==> src/rtl/integrate_dump_ctrl.sv <==
// Integrate-and-dump controller: sums len_i accepted signed samples, then holds the result until handshake.
// Define INTEGRATE_DUMP_SAT_EN for saturating accumulation with a sticky sat flag; otherwise the sum wraps.
module integrate_dump_ctrl #(
  parameter int I_BW   = 5,
  parameter int O_BW   = 8,
  parameter int CNT_BW = 8
) (
  input  logic                     clk_i,
  input  logic                     rst_i,
  input  logic                     en_i,
  input  logic                     start_i,
  input  logic                     cont_i,
  input  logic        [CNT_BW-1:0] len_i,
  input  logic signed [I_BW-1:0]   data_i,
  input  logic                     valid_i,
  output logic                     ready_o,
  output logic signed [O_BW-1:0]   data_o,
  output logic                     valid_o,
  input  logic                     ready_i,
  output logic                     busy_o,
  output logic                     sat_o
);

  typedef enum logic [1:0] {IDLE, ACCUM, DUMP} state_t;

  state_t                  state_q, state_d;
  logic signed [O_BW-1:0]  acc_q, acc_d;
  logic        [CNT_BW-1:0] cnt_q, cnt_d;
  logic        [CNT_BW-1:0] len_q, len_d;
  logic                    sat_q, sat_d;
  logic        [O_BW:0]    add_res;
  logic        [CNT_BW-1:0] cnt_inc;

  // Returns {overflow, sum}; overflow is only ever set in the saturating build.
  function automatic logic [O_BW:0] add_sample(input logic signed [O_BW-1:0] acc,
                                               input logic signed [I_BW-1:0] d);
    logic signed [O_BW-1:0] dx;
    logic signed [O_BW-1:0] sum;
    logic                   ovf;
    dx  = O_BW'(d);
    sum = acc + dx;
`ifdef INTEGRATE_DUMP_SAT_EN
    ovf = (acc[O_BW-1] == dx[O_BW-1]) && (sum[O_BW-1] != acc[O_BW-1]);
    if (ovf) begin
      sum = acc[O_BW-1] ? {1'b1, {(O_BW-1){1'b0}}} : {1'b0, {(O_BW-1){1'b1}}};
    end
`else
    ovf = 1'b0;
`endif
    return {ovf, sum};
  endfunction

  assign add_res = add_sample(acc_q, data_i);
  assign cnt_inc = cnt_q + 1'b1;

  always_comb begin
    state_d = state_q;
    acc_d   = acc_q;
    cnt_d   = cnt_q;
    len_d   = len_q;
    sat_d   = sat_q;
    if (!en_i) begin
      state_d = IDLE;
      acc_d   = '0;
      cnt_d   = '0;
      sat_d   = 1'b0;
    end else begin
      case (state_q)
        IDLE: begin
          if (start_i && (len_i != '0)) begin
            state_d = ACCUM;
            len_d   = len_i;
            acc_d   = '0;
            cnt_d   = '0;
            sat_d   = 1'b0;
          end
        end
        ACCUM: begin
          if (valid_i) begin
            acc_d = add_res[O_BW-1:0];
            sat_d = sat_q | add_res[O_BW];
            cnt_d = cnt_inc;
            if (cnt_inc == len_q) state_d = DUMP;
          end
        end
        DUMP: begin
          if (ready_i) begin
            // Both exits start from a clean window; IDLE must also read zero on data_o.
            state_d = cont_i ? ACCUM : IDLE;
            acc_d   = '0;
            cnt_d   = '0;
            sat_d   = 1'b0;
          end
        end
        default: state_d = IDLE;
      endcase
    end
  end

  always_ff @(posedge clk_i or posedge rst_i) begin
    if (rst_i) begin
      state_q <= IDLE;
      acc_q   <= '0;
      cnt_q   <= '0;
      len_q   <= '0;
      sat_q   <= 1'b0;
    end else begin
      state_q <= state_d;
      acc_q   <= acc_d;
      cnt_q   <= cnt_d;
      len_q   <= len_d;
      sat_q   <= sat_d;
    end
  end

  assign ready_o = (state_q == ACCUM);
  assign valid_o = (state_q == DUMP);
  assign busy_o  = (state_q != IDLE);
  assign data_o  = (state_q == IDLE) ? '0 : acc_q;
  assign sat_o   = sat_q;

endmodule
==> config.mk <==
export PLATFORM = sky130hd
export DESIGN_NAME = integrate_dump_ctrl
export DESIGN_NICKNAME = d
export VERILOG_FILES = /design/src/rtl/integrate_dump_ctrl.sv
export SDC_FILE = /design/constraint.sdc
export NUM_CORES = 1
export LEC_CHECK = 0
export ABC_AREA = 1
export CAP_MARGIN = 20
export CORE_ASPECT_RATIO = 1.75
export CORE_MARGIN = 2
export CORE_UTILIZATION = 49
export CTS_BUF_LIST = sky130_fd_sc_hd__clkbuf_8
export CTS_CLUSTER_DIAMETER = 200
export DETAILED_ROUTE_END_ITERATION = 10
export PLACE_DENSITY = 0.83
export SLEW_MARGIN = 20
export SYNTH_ARGS = -nofsm -noshare
export SYNTH_HDL_FRONTEND = slang
export SYNTH_SLANG_ARGS = --single-unit
==> constraint.sdc <==
create_clock -name clk_i -period 3.9 [get_ports clk_i]
set_clock_uncertainty 0.1 [all_clocks]
set_input_delay 0.39 -clock clk_i [delete_from_list [all_inputs] [get_ports clk_i]]
set_output_delay 0.39 -clock clk_i [all_outputs]
set_load 0.02 [all_outputs]
==> metrics <==
final net count 332; CP Launch Type flip-flop; Post-Syn Area per Cell 7.05 um2; Compound-Gate Fraction of Synth Area 12.1%; Worst R2R Setup Slack 1.96 ns; largest net degree at the start of global routing 27; # diodes 0; Post-Syn Instances 272; WS Path Type reg -> out; crit-path max FO 9; main combinational cell family by area after synthesis simple AND/OR/NAND/NOR gates; Syn Nets 301; CTS tree yes; Starting Density 50.1%; first-pass GRT wire length 7.23 mm; core area 3830 um2; initial antenna violation count 0; Worst slew margin 62.3%; Die Wd 51.3 um; GR peak layer met2; clock root cell clkbuf_8; post-synthesis simple-gate area fraction 32.6%; Filler cells 373; number of H-tree levels 1; Tcrit/Tclk final 54.5%; Final ANT Viol Nets 0; reg2reg end acc_q[6]; RSZ-0062 raised after global routing false; post-CTS setup buffer count 0; met1 Use GR 20.4%; Hold Path Class in -> async; Area growth syn-to-layout 19.8%; Yosys warnings 0; drt total wl 4.12 mm; routed vias 1,783; GR Util met2 42.0%; Post-Place Cell Area 2240 um2; min Tclk post-route 2.13 ns; final setup vio count 0; grt met3 use 1.55%; DR iter-0 viols 40; final instance area 2300 um2; hold_ws 0.380 ns; Comb pwr share 44.0%; Die ar. 4450 um2; FF+latch count, synth 26; cts hold-fix bufs 0; Cell Pwr Density 437 nW/um2; Worst Setup EP data_o[0]; share of cells above drive strength 1 10.3%; drt drc 0; IO Pins 32; crit path DAT 1.64 ns; Die Y 86.7 um; Resized Gates After CTS 0; Clk pwr share 17.8%; R2R Path Start acc_q[0]; CTS clk-pin slew, worst paths 0.09 ns; maxcap violations 0; R2R cell count 11; CP Capture Type output port; Mapped Area 1920 um2; gpl congestion 0.779; vias in the first global route 1,797; status finished clean; Switching Share 40.2%; Lkg Pwr 1.11 nW; Least-Margin Pin Slew 0.565 ns; DR WL/cell 11.8 um; Net Switching 0.000403 W; xor-xnor portion of the synthesized cell area 2.74%; row count 30; fin. max-slew vios 0; Final Core Density 60.0%; Initial DRT Pass Iterations 4; Hold Violations, Final 0; PortBufs 30; Max Buffers Root-to-Sink 2; Int Pwr 0.000600 W; All-Layer GR Usage 20.8%; crit path from state_q[1]; mux contribution to synthesized area 0%; synth unique cells 30; TritonCTS buffer count 3; Worst-Skew Late Latency 0.27 ns; Fmax 470 MHz; adder-cell share of the synthesized area 6.27%; Sequential Power Share 38.3%; TritonCTS Sinks 26; register area share after synthesis 33.9%; placed wire-length estimate 3.12 mm; Peak VDD IR 0.242 mV; routed vias/inst 5.09; grt total ovfl 0; Req. time, crit path 3.41 ns; setup TNS 0 ns
-- critical path, cell delays in order (launching register included) --
cell and delay (ns):
dfrtp_1 0.44, nor2_4 0.29, nor2_1 0.08, clkdlybuf4s50_1 0.54
-- how the worst min path moves through the flow --
stage | end | slack, ns | cells past startpoint | start
6_report | acc_q[2] | 0.38 | 2 | rst_i
5_1_grt | cnt_q[2] | 0.43 | 2 | rst_i
4_1_cts | len_q[0] | 0.42 | 2 | len_q[0]
3_5_place_dp | len_q[0] | 0.40 | 2 | len_q[0]
3_3_place_gp | len_q[0] | 0.39 | 2 | len_q[0]
2_1_floorplan | acc_q[0] | 0.33 | 1 | rst_i
-- registers in the layout, indices dropped and copies added, names as in the netlist --
name,flops
cnt_q,8
acc_q,8
state_q,2
len_q,8
-- metrics by stage --
step | setup slack (ns) | power, W | cells
finish | 1.77 | 0.00100 | 350
global route | 1.66 | 0.00109 | 350
CTS | 1.74 | 0.00101 | 350
detailed placement | 1.52 | 0.000831 | 346
global placement | 1.57 | 0.000815 | 346
floorplan | 2.11 | 0.000707 | 272
-- cell families after synthesis --
kind of cell             count (synthesis)
AO/OA/AOI/OAI                           36
XOR/XNOR                                 6
adder cells (fa/ha/maj)                  9
buffers and inverters                   56
flip-flops                              26
other                                    1
AND/OR/NAND/NOR                        138
-- layer usage --
metal  vias to the layer above  share of wire, %
li1                        909                 -
met1                       828                39
met2                        35                56
met3                        11               1.9
met4                         0               2.9
met5                         -                 0
-- area by class of cell --
cell class	instances	area, um2	area share, %
multi-input cells	190	1030	45.0
flip-flops and latches	26	651	28.3
repair buffers	30	300	13.1
well taps	48	60.1	2.61
inverters	52	198	8.61
clock buffers	4	55.1	2.40
-- synthesized netlist by cell type, drive strengths merged --
cell type | count | area [um2]
a21oi | 7 | 35.0
buf | 4 | 35.0
clkinv | 1 | 3.75
conb | 1 | 3.75
dfrtp | 26 | 651
fa | 1 | 20.0
ha | 8 | 100
inv | 51 | 194
nand2 | 75 | 297
nand3 | 32 | 173
nand4 | 3 | 18.8
nor2 | 27 | 131
o211ai | 2 | 15.0
o21a | 1 | 7.51
o21ai | 25 | 166
o21bai | 1 | 7.51
or2 | 1 | 6.26
xnor2 | 2 | 17.5
xor2 | 4 | 35.0
-- power by group through the flow --
stage	registers, W	clock network, W	logic, W
4_1_cts	0.000383	0.000184	0.000445
3_3_place_gp	0.000385	0	0.000429
6_report	0.000384	0.000178	0.000441
2_1_floorplan	0.000376	0	0.000332
3_5_place_dp	0.000388	0	0.000443
5_1_grt	0.000394	0.000193	0.000503
-- placed cells by master, fill, tap and decap left out, types with 6 or more instances in the layout --
master	count
a21oi_1	7
clkdlybuf4s50_1	30
dfrtp_1	26
ha_1	8
inv_1	47
nand2_1	71
nand3_1	31
nor2_1	21
o21ai_0	6
o21ai_1	8
o21ai_2	11
No activity file was read; power rests on OpenSTA's default activity.
